[src/rtl/execute_stage.sv]
// EX pipeline stage: single-cycle ALU and branch resolution plus an iterative
// radix-2 multiplier, with results held in a valid/ready output register.
module execute_stage #(
  parameter int XLEN = 32
) (
  input  logic            clk,
  input  logic            rst,
  input  logic            in_valid,
  output logic            in_ready,
  input  logic            flush,
  input  logic [XLEN-1:0] a,
  input  logic [XLEN-1:0] b,
  input  logic [XLEN-1:0] imm,
  input  logic [XLEN-1:0] pc,
  input  logic [4:0]      rd,
  input  logic            b_sel,
  input  logic [3:0]      alu_op,
  input  logic [2:0]      br_type,
  input  logic            branch,
  input  logic            jump,
  input  logic            jalr,
  input  logic            memwrite_en,
  input  logic            regwrite_en,
  input  logic            wb_sel,
  output logic            out_valid,
  input  logic            out_ready,
  output logic [XLEN-1:0] alu_out,
  output logic [XLEN-1:0] writedata,
  output logic [XLEN-1:0] pc_target,
  output logic [4:0]      out_rd,
  output logic            out_memwrite_en,
  output logic            out_regwrite_en,
  output logic            out_wb_sel,
  output logic            pc_sel,
  output logic            busy
);

  localparam logic [1:0] S_IDLE = 2'd0;
  localparam logic [1:0] S_MUL  = 2'd1;
  localparam logic [1:0] S_DONE = 2'd2;
  localparam int SHW = (XLEN == 64) ? 6 : 5;
  localparam int CW  = $clog2(XLEN) + 1;

  logic [1:0]        state_q, state_d;
  logic [CW-1:0]     cnt_q, cnt_d;
  logic [XLEN-1:0]   mcand_q, mcand_d;
  logic [2*XLEN-1:0] prod_q, prod_d;
  logic              mhigh_q, mhigh_d;
  logic [XLEN-1:0]   p_wdata_q, p_wdata_d, p_target_q, p_target_d;
  logic [4:0]        p_rd_q, p_rd_d;
  logic              p_mw_q, p_mw_d, p_rw_q, p_rw_d, p_wb_q, p_wb_d, p_psel_q, p_psel_d;

  logic              out_valid_q, out_valid_d, pc_sel_q, pc_sel_d;
  logic [XLEN-1:0]   alu_out_q, alu_out_d, writedata_q, writedata_d, pc_target_q, pc_target_d;
  logic [4:0]        out_rd_q, out_rd_d;
  logic              out_mw_q, out_mw_d, out_rw_q, out_rw_d, out_wb_q, out_wb_d;

  logic [XLEN-1:0]   op2_s, alu_res_s, target_s, jsum_s;
  logic [SHW-1:0]    shamt_s;
  logic              cond_s, psel_s, is_mul_s, accept_s;
  logic [XLEN:0]     step_sum_s;
  logic [2*XLEN-1:0] prod_step_s;

  assign busy     = (state_q != S_IDLE);
  assign in_ready = !busy && (!out_valid_q || out_ready);
  assign accept_s = in_valid && in_ready && !flush;
  assign is_mul_s = (alu_op == 4'd10) || (alu_op == 4'd11);
  assign op2_s    = b_sel ? imm : b;
  assign shamt_s  = op2_s[SHW-1:0];

  // Single-cycle ALU result
  always_comb begin
    alu_res_s = {XLEN{1'b0}};
    case (alu_op)
      4'd0:    alu_res_s = a + op2_s;
      4'd1:    alu_res_s = a - op2_s;
      4'd2:    alu_res_s = a << shamt_s;
      4'd3:    alu_res_s = {{(XLEN-1){1'b0}}, ($signed(a) < $signed(op2_s))};
      4'd4:    alu_res_s = {{(XLEN-1){1'b0}}, (a < op2_s)};
      4'd5:    alu_res_s = a ^ op2_s;
      4'd6:    alu_res_s = a >> shamt_s;
      4'd7:    alu_res_s = $unsigned($signed(a) >>> shamt_s);
      4'd8:    alu_res_s = a | op2_s;
      4'd9:    alu_res_s = a & op2_s;
      4'd12:   alu_res_s = op2_s;
      4'd13:   alu_res_s = pc + {{(XLEN-3){1'b0}}, 3'd4};
      default: alu_res_s = {XLEN{1'b0}};
    endcase
  end

  // Branch condition and control-flow target
  always_comb begin
    cond_s = 1'b0;
    case (br_type)
      3'b000:  cond_s = (a == b);
      3'b001:  cond_s = (a != b);
      3'b100:  cond_s = ($signed(a) < $signed(b));
      3'b101:  cond_s = ($signed(a) >= $signed(b));
      3'b110:  cond_s = (a < b);
      3'b111:  cond_s = (a >= b);
      default: cond_s = 1'b0;
    endcase
    psel_s = jump || (branch && cond_s);
    jsum_s = a + imm;
    if (jalr) begin
      target_s = {jsum_s[XLEN-1:1], 1'b0};
    end else begin
      target_s = pc + imm;
    end
  end

  // One shift-add step: add multiplicand into the upper half when the low bit is set
  assign step_sum_s  = {1'b0, prod_q[2*XLEN-1:XLEN]} +
                       (prod_q[0] ? {1'b0, mcand_q} : {(XLEN+1){1'b0}});
  assign prod_step_s = {step_sum_s, prod_q[XLEN-1:1]};

  // Next-state for the multiplier FSM and the output register
  always_comb begin
    state_d = state_q; cnt_d = cnt_q; mcand_d = mcand_q; prod_d = prod_q; mhigh_d = mhigh_q;
    p_wdata_d = p_wdata_q; p_target_d = p_target_q; p_rd_d = p_rd_q;
    p_mw_d = p_mw_q; p_rw_d = p_rw_q; p_wb_d = p_wb_q; p_psel_d = p_psel_q;
    out_valid_d = out_valid_q; alu_out_d = alu_out_q; writedata_d = writedata_q;
    pc_target_d = pc_target_q; out_rd_d = out_rd_q; out_mw_d = out_mw_q;
    out_rw_d = out_rw_q; out_wb_d = out_wb_q; pc_sel_d = pc_sel_q;

    case (state_q)
      S_IDLE: begin
        if (accept_s && is_mul_s) begin
          state_d    = S_MUL;
          cnt_d      = {CW{1'b0}};
          mcand_d    = a;
          prod_d     = {{XLEN{1'b0}}, op2_s};
          mhigh_d    = (alu_op == 4'd11);
          p_wdata_d  = b;
          p_target_d = target_s;
          p_rd_d     = rd;
          p_mw_d     = memwrite_en;
          p_rw_d     = regwrite_en;
          p_wb_d     = wb_sel;
          p_psel_d   = psel_s;
        end else begin
          state_d = S_IDLE;
        end
      end
      S_MUL: begin
        prod_d = prod_step_s;
        cnt_d  = cnt_q + {{(CW-1){1'b0}}, 1'b1};
        if (cnt_q == CW'(XLEN - 1)) begin
          state_d = S_DONE;
        end else begin
          state_d = S_MUL;
        end
      end
      S_DONE:  state_d = S_IDLE;
      default: state_d = S_IDLE;
    endcase

    // Flush outranks everything; a new result outranks retiring the held one
    if (flush) begin
      state_d     = S_IDLE;
      out_valid_d = 1'b0;
      pc_sel_d    = 1'b0;
      out_mw_d    = 1'b0;
      out_rw_d    = 1'b0;
    end else if (accept_s && !is_mul_s) begin
      out_valid_d = 1'b1;
      alu_out_d   = alu_res_s;
      writedata_d = b;
      pc_target_d = target_s;
      out_rd_d    = rd;
      out_mw_d    = memwrite_en;
      out_rw_d    = regwrite_en;
      out_wb_d    = wb_sel;
      pc_sel_d    = psel_s;
    end else if (state_q == S_DONE) begin
      out_valid_d = 1'b1;
      alu_out_d   = mhigh_q ? prod_q[2*XLEN-1:XLEN] : prod_q[XLEN-1:0];
      writedata_d = p_wdata_q;
      pc_target_d = p_target_q;
      out_rd_d    = p_rd_q;
      out_mw_d    = p_mw_q;
      out_rw_d    = p_rw_q;
      out_wb_d    = p_wb_q;
      pc_sel_d    = p_psel_q;
    end else if (out_valid_q && out_ready) begin
      out_valid_d = 1'b0;
    end else begin
      out_valid_d = out_valid_q;
    end
  end

  // State registers with synchronous reset
  always_ff @(posedge clk) begin
    if (rst) begin
      state_q <= S_IDLE; cnt_q <= {CW{1'b0}}; mcand_q <= {XLEN{1'b0}};
      prod_q <= {(2*XLEN){1'b0}}; mhigh_q <= 1'b0;
      p_wdata_q <= {XLEN{1'b0}}; p_target_q <= {XLEN{1'b0}}; p_rd_q <= 5'd0;
      p_mw_q <= 1'b0; p_rw_q <= 1'b0; p_wb_q <= 1'b0; p_psel_q <= 1'b0;
      out_valid_q <= 1'b0; alu_out_q <= {XLEN{1'b0}}; writedata_q <= {XLEN{1'b0}};
      pc_target_q <= {XLEN{1'b0}}; out_rd_q <= 5'd0; out_mw_q <= 1'b0;
      out_rw_q <= 1'b0; out_wb_q <= 1'b0; pc_sel_q <= 1'b0;
    end else begin
      state_q <= state_d; cnt_q <= cnt_d; mcand_q <= mcand_d;
      prod_q <= prod_d; mhigh_q <= mhigh_d;
      p_wdata_q <= p_wdata_d; p_target_q <= p_target_d; p_rd_q <= p_rd_d;
      p_mw_q <= p_mw_d; p_rw_q <= p_rw_d; p_wb_q <= p_wb_d; p_psel_q <= p_psel_d;
      out_valid_q <= out_valid_d; alu_out_q <= alu_out_d; writedata_q <= writedata_d;
      pc_target_q <= pc_target_d; out_rd_q <= out_rd_d; out_mw_q <= out_mw_d;
      out_rw_q <= out_rw_d; out_wb_q <= out_wb_d; pc_sel_q <= pc_sel_d;
    end
  end

  assign out_valid       = out_valid_q;
  assign alu_out         = alu_out_q;
  assign writedata       = writedata_q;
  assign pc_target       = pc_target_q;
  assign out_rd          = out_rd_q;
  assign out_memwrite_en = out_mw_q;
  assign out_regwrite_en = out_rw_q;
  assign out_wb_sel      = out_wb_q;
  assign pc_sel          = pc_sel_q;

endmodule

[config.mk]
export PLATFORM = sky130hd
export DESIGN_NAME = execute_stage
export DESIGN_NICKNAME = d
export VERILOG_FILES = /design/src/rtl/execute_stage.sv
export SDC_FILE = /design/constraint.sdc
export NUM_CORES = 2
export LEC_CHECK = 0
export ABC_AREA = 1
export BUFFER_PORTS_ARGS = -buffer_cell sky130_fd_sc_hd__buf_2
export CELL_PAD_IN_SITES_DETAIL_PLACEMENT = 0
export CELL_PAD_IN_SITES_GLOBAL_PLACEMENT = 2
export CORE_MARGIN = 5
export CORE_UTILIZATION = 33
export CTS_BUF_LIST = sky130_fd_sc_hd__clkbuf_8
export DETAILED_ROUTE_END_ITERATION = 7
export PLACE_DENSITY = 0.8
export SETUP_SLACK_MARGIN = 0.4
export SKIP_LAST_GASP = 1
export SYNTH_ARGS = -nofsm -noshare
export SYNTH_HDL_FRONTEND = slang
export SYNTH_SLANG_ARGS = --single-unit
[constraint.sdc]
create_clock -name clk -period 4 [get_ports clk]
set_input_delay 0.8 -clock clk [delete_from_list [all_inputs] [get_ports clk]]
set_output_delay 0.8 -clock clk [all_outputs]
set_load 0.1 [all_outputs]
After elaboration in Yosys (flattened, before gate mapping)
Index checks and enable logic that the tools add are counted.
{"block": "op_classes", "addsub": 7, "n_lt_le_gt_ge": 6, "eq_ne": 24, "shift": 3, "n_mux": 32, "bitwise_logic": 4, "n_reduce_logical": 25}
{"op": "case mux 32 bit (12 select lines)", "count": 1}
{"op": "two-way mux 32 bit", "count": 10}
{"op": "< comparator 32 bit", "count": 4}
{"op": "case mux 64 bit (2 select lines)", "count": 1}
{"op": "adder 32 bit", "count": 3}
{"op": "greater-or-equal comparator 32 bit", "count": 2}
{"op": "two-way mux 64 bit", "count": 1}
{"op": "adder 32 x 32 -> 33 bit", "count": 1}
{"op": "adder 32 x 3 -> 32 bit, second input constant", "count": 1}
{"op": "AND 32 bit", "count": 1}
{"op": "== test 32 bit", "count": 1}
{"op": "inequality test 32 bit", "count": 1}
{"op": "OR 32 bit", "count": 1}
{"op": "left shift 32 x 5 -> 32 bit", "count": 1}
{"op": "right shift 32 x 5 -> 32 bit", "count": 1}
{"op": ">>> shifter 32 x 5 -> 32 bit", "count": 1}
{"op": "subtractor 32 bit", "count": 1}
{"op": "XOR 32 bit", "count": 1}
{"op": "== test 4 bit, second input constant", "count": 6}
{"op": "== test 4 x 3 -> 1 bit, second input constant", "count": 4}
{"op": "== test 3 bit, second input constant", "count": 4}
{"op": "two-way mux 1 bit", "count": 12}
{"op": "case mux 6 bit (2 select lines)", "count": 1}
{"op": "two-way mux 5 bit", "count": 2}
{"op": "23 further kinds", "count": 39}
{"block": "word_totals", "ff_bits": 284, "output_inout_bits": 108}

Depth between registers and ports, before layout
{"block": "depth", "ltp_word": 8, "depth_mapped": 25, "mapped_depth_nobuf": 22}

Least setup slack after synthesis
Ideal clock, no wire load.
{"block": "synth_timing", "kind": "in2reg", "startpoint": "in b_sel", "endpoint": "reg alu_out_q[21] (netlist: alu_out[21])", "t_arrival_ns": 3.388, "required_time_ns": 3.878, "setup_slack_ns": 0.490, "stages": 21, "path_buffers": 6, "cell_sequence": "buf_6 > inv_4 > buf_6 > or2_1 > o21ai_2 > buf_6 > buf_6 > buf_4 > ha_1 > buf_2 > nor2_1 > nand3_1 > o21ai_2 > nand2_1 > nand2_1 > a21oi_1 > or2_2 > nand3_1 > nand3_1 > o21ai_1 > a21oi_1"}
{"block": "synth_between", "elab_chain_cells": 4, "word_cells_on_any_way": 11, "cone_classes": "add/sub: 2; shift: 3; mux: 3; bitwise: 3"}
{"item": "start, declared", "line": "16", "rtl": "input logic b_sel,"}
{"item": "two-way mux 32 bit *", "line": "68", "rtl": "assign op2_s = b_sel ? imm : b;"}
{"item": "subtractor 32 bit (tied with other cells)", "line": "76", "rtl": "4'd1: alu_res_s = a - op2_s;"}
{"item": "case mux 32 bit (12 select lines) *", "line": "74", "rtl": "case (alu_op)"}
{"item": "two-way mux 32 bit *", "line": "165", "rtl": "end else if (accept_s && !is_mul_s) begin"}
{"item": "end signal, assigned", "line": "207", "rtl": "out_valid_q <= out_valid_d; alu_out_q <= alu_out_d; writedata_q <= writedata_d;"}
{"item": "end, declared", "line": "54", "rtl": "logic [XLEN-1:0] alu_out_q, alu_out_d, writedata_q, writedata_d, pc_target_q, pc_target_d;"}
Every way passes the cells marked *; elsewhere a longest branch is shown, timed or not.
A chain may end at the register's enable or synchronous reset.

Worst setup path after layout
{"block": "layout_timing", "startpoint": "in b_sel", "endpoint": "reg alu_out_q[29] (netlist: alu_out[29])"}
Same word-level chain as after synthesis.

==> metrics.cfg <==
[drt]
drtIter0Drc = 4005
vias_per_cell = 5.66
ant_nets = 0
met1_length_mm = 73.9
highest_layer = met5
vias = 36900
wire_per_inst_um = 28.1
drc = 0
wl_mm = 184
route.met2.wl_mm = 81.3
route.met3.wl_mm = 13.5
dr.pass1.iters = 6

[die]
start_util_pct = 33.2
core_area_mm2 = 0.0868
die_x_um = 306
die_h_um = 306
io_pins = 260
die-area_mm2 = 0.0934
rows = 108

[yosys]
yosys-top-cells-area = dfxtp_1 (20%), nand2_1 (15%), a21oi_1 (9.8%), ha_1 (9.7%), o21ai_0 (8.2%)
ys.flop_type = dfxtp_1
synth_most_common_cell = nand2_1
yosysWarnings = 0
synth_nets = 5220
synth_area_mm2 = 0.0288
synthArstFlopShare_pct = 0
synthTopCellsByCount = nand2_1 (1189), a21oi_1 (563), o21ai_0 (473)
ys_ff_latch = 284
synth_area_per_cell_um2 = 5.96
yosysTopAreaCell = dfxtp_1
netlist-cell-type-count = 61
syn_inst = 4839
synth_edf_count = 0
yosysTopAreaCellShare_pct = 19.7
yosysSeqAreaShare_pct = 19.7

[clock_tree]
clk_pin_slew_ps = 60
clockRootBuffer = clkbuf_8
ctsLongestPathBuffers = 3
cts_made_buffers = 54
cts_tree = yes
clock_latency_ps = 710
cts.sinks = 284
htree_num_levels = 2
ctsHoldBuffers = 0

[placed_design]
placed_cells = 6427
gp_congestion = 1.08
io_buffers = 259
place_hpwl_mm = 151

[global_routing]
grt_pass1_wl_mm = 255
grt_pass1_vias = 34700
grt.total_usage_pct = 37.4
grt_overflow = 0
grt_antenna_before_repair = 22
grt_max_degree = 158

[setup_path]
cp_slowest_stage_delay_ps = 570
cp.buffers_inverters = 5
rr_startpoint = prod_q[0]
worstSetupEndpointType = register
reg2regPathDepth = 17
crit_type = in2reg
cp-start-kind = input port
crit_path_top_delay_cell = ha_1
rrSetupSlack_ps = 1000
path_delay_family = compound AO/OA/AOI/OAI gates
required_ps = 4540
path_max_fanout = 28
path_cells = buf_2 -> inv_4 -> or2_2 -> o21ai_0 -> ha_1 -> inv_1 -> a21oi_1 -> buf_4 -> o21ai_0 -> o21bai_1 -> a21oi_1 -> nand2_1 -> o21ai_0 -> nand3_1 -> buf_4 -> o21bai_1 -> a21oi_1
r2r-end = prod_q[52]
crit_arrival_ps = 4090

[timing]
skew_ps = 50.0
fin_crit_sh_pct = 88.6
hold_viol_final = 0
setup_viol = 0
max_freq_mhz = 282
report.final.slew_viol_count = 0
maxSlewHeadroom_pct = 26.3
period_needed_ps = 3540
rsz0062_at_grt = yes
worst_pin_slew_ps = 1090

[cells_and_area]
final_nets = 5709
layout-drive-gt1-share_pct = 16.4
fin_cells = 6527
fill_cells = 9914
syn_to_final_growth_pct = 20.9

[min_path]
hold_path_depth = 3
min_path_type = in2reg
hp-start = memwrite_en
hold_end = p_mw_q

[run_status]
status = finished clean

[power]
p_per_area_mw_per_mm2 = 297
power.leakage_nw = 16.7
power_mw = 10.3
ir_worst_vdd_v = 0.000213

[flow_run]
max_cap_violations = 0

-- registers in the layout (all words and copies together), names as in the netlist --
signal / flops
p_psel_q: 1
mcand_q: 32
p_rw_q: 1
p_rd_q: 5
out_rd: 5
mhigh_q: 1
pc_target: 32
p_wdata_q: 32
state_q: 2
cnt_q: 6
alu_out: 32
out_valid: 1
out_memwrite_en: 1
p_target_q: 32
out_regwrite_en: 1
p_wb_q: 1
pc_sel: 1
prod_q: 64
out_wb_sel: 1
p_mw_q: 1
writedata: 32
-- worst min-delay path: cells and delay by family --
kind | cells | cell delay (ps)
simple gates | 2 | 120
buf+inv | 1 | 100
-- per-layer routing --
layer  global-route usage, %  vias up
li1                        -    17400
met1                    47.0    17400
met2                    60.1     1662
met3                    5.98      455
met4                    23.1       12
met5                       0        -
-- cell usage in the layout (no fill, tap or decap), types with 23 or more instances in the layout --
| master | synthesis | layout |
|---|---|---|
| nand2_1 | 1189 | 1189 |
| a21oi_1 | 563 | 563 |
| inv_1 | 472 | 491 |
| o21ai_0 | 473 | 471 |
| buf_4 | 5 | 393 |
| nor2_1 | 379 | 374 |
| nand3_1 | 320 | 320 |
| dfxtp_1 | 284 | 284 |
| buf_2 | 70 | 258 |
| ha_1 | 224 | 224 |
| o21ai_1 | 89 | 90 |
| nor3_1 | 84 | 84 |
| nand4_1 | 64 | 64 |
| clkbuf_8 | 0 | 63 |
| a31oi_1 | 59 | 59 |
| o211ai_1 | 50 | 50 |
| or2_2 | 47 | 47 |
| mux2_2 | 31 | 31 |
| o22ai_1 | 27 | 27 |
| a21o_1 | 27 | 27 |
| o21bai_1 | 23 | 23 |
-- through the flow --
| stage | hold WS (ps) | setup TNS [ps] | setup WS [ps] | instance area, um2 | utilization (%) |
|---|---|---|---|---|---|
| finish | 375 | 0 | 457 | 34800 | 40.2 |
| global route | 350 | 0 | 391 | 34800 | 40.1 |
| CTS | 323 | 0 | 628 | 34800 | 40.1 |
| detailed placement | 457 | -264 | -108 | 33800 | 38.9 |
| global placement | 451 | -166 | -104 | 33800 | 38.9 |
| floorplan | 441 | 0 | 490 | 28800 | - |
-- cells by family after synthesis --
family                     after synthesis  share of synthesized area [%]
buffers and inverters                  720                           10.1
xor gates and xnor gates                20                          0.608
and+or+nand+nor                       2142                           31.3
muxes                                   37                           1.42
AOI/OAI and AO/OA                     1407                           26.8
DFF                                    284                           19.7
adders and majority gates              229                           10.1
-- cell type report --
type	instances	area, um2	area share [%]
Multi-Input combinational cell	3835	20300	58.3
Sequential cell	284	5690	16.3
Timing Repair Buffer	664	4500	12.9
Inverter	489	1840	5.29
Tap cell	1155	1450	4.15
Clock buffer	63	867	2.49
Clock inverter	31	179	0.514
Antenna cell	6	15.0	0.0431
-- where the power goes --
group | switching, mW | internal [mW]
Clock | 1.44 | 1.49
Sequential | 0.0580 | 2.90
Combinational | 3.13 | 1.31
Total | 4.62 | 5.71
-- timing repair --
item / in CTS / in global routing
resized for setup: 0 / 2
setup buffers: 0 / 0
endpoints found under the hold margin: 0 / 0
setup endpoints to repair: 0 / 3
-- worst max-delay path by stage --
stage	depth (start not counted)	slack (ps)	endpoint	startpoint
2_1_floorplan	21	490	alu_out[21]	b_sel
3_3_place_gp	17	-100	alu_out[10]	b_sel
3_5_place_dp	17	-110	alu_out[10]	b_sel
4_1_cts	17	630	alu_out[29]	b_sel
5_1_grt	19	390	alu_out[20]	b_sel
6_report	17	460	alu_out[29]	b_sel
No activity file was read; power rests on OpenSTA's default activity.
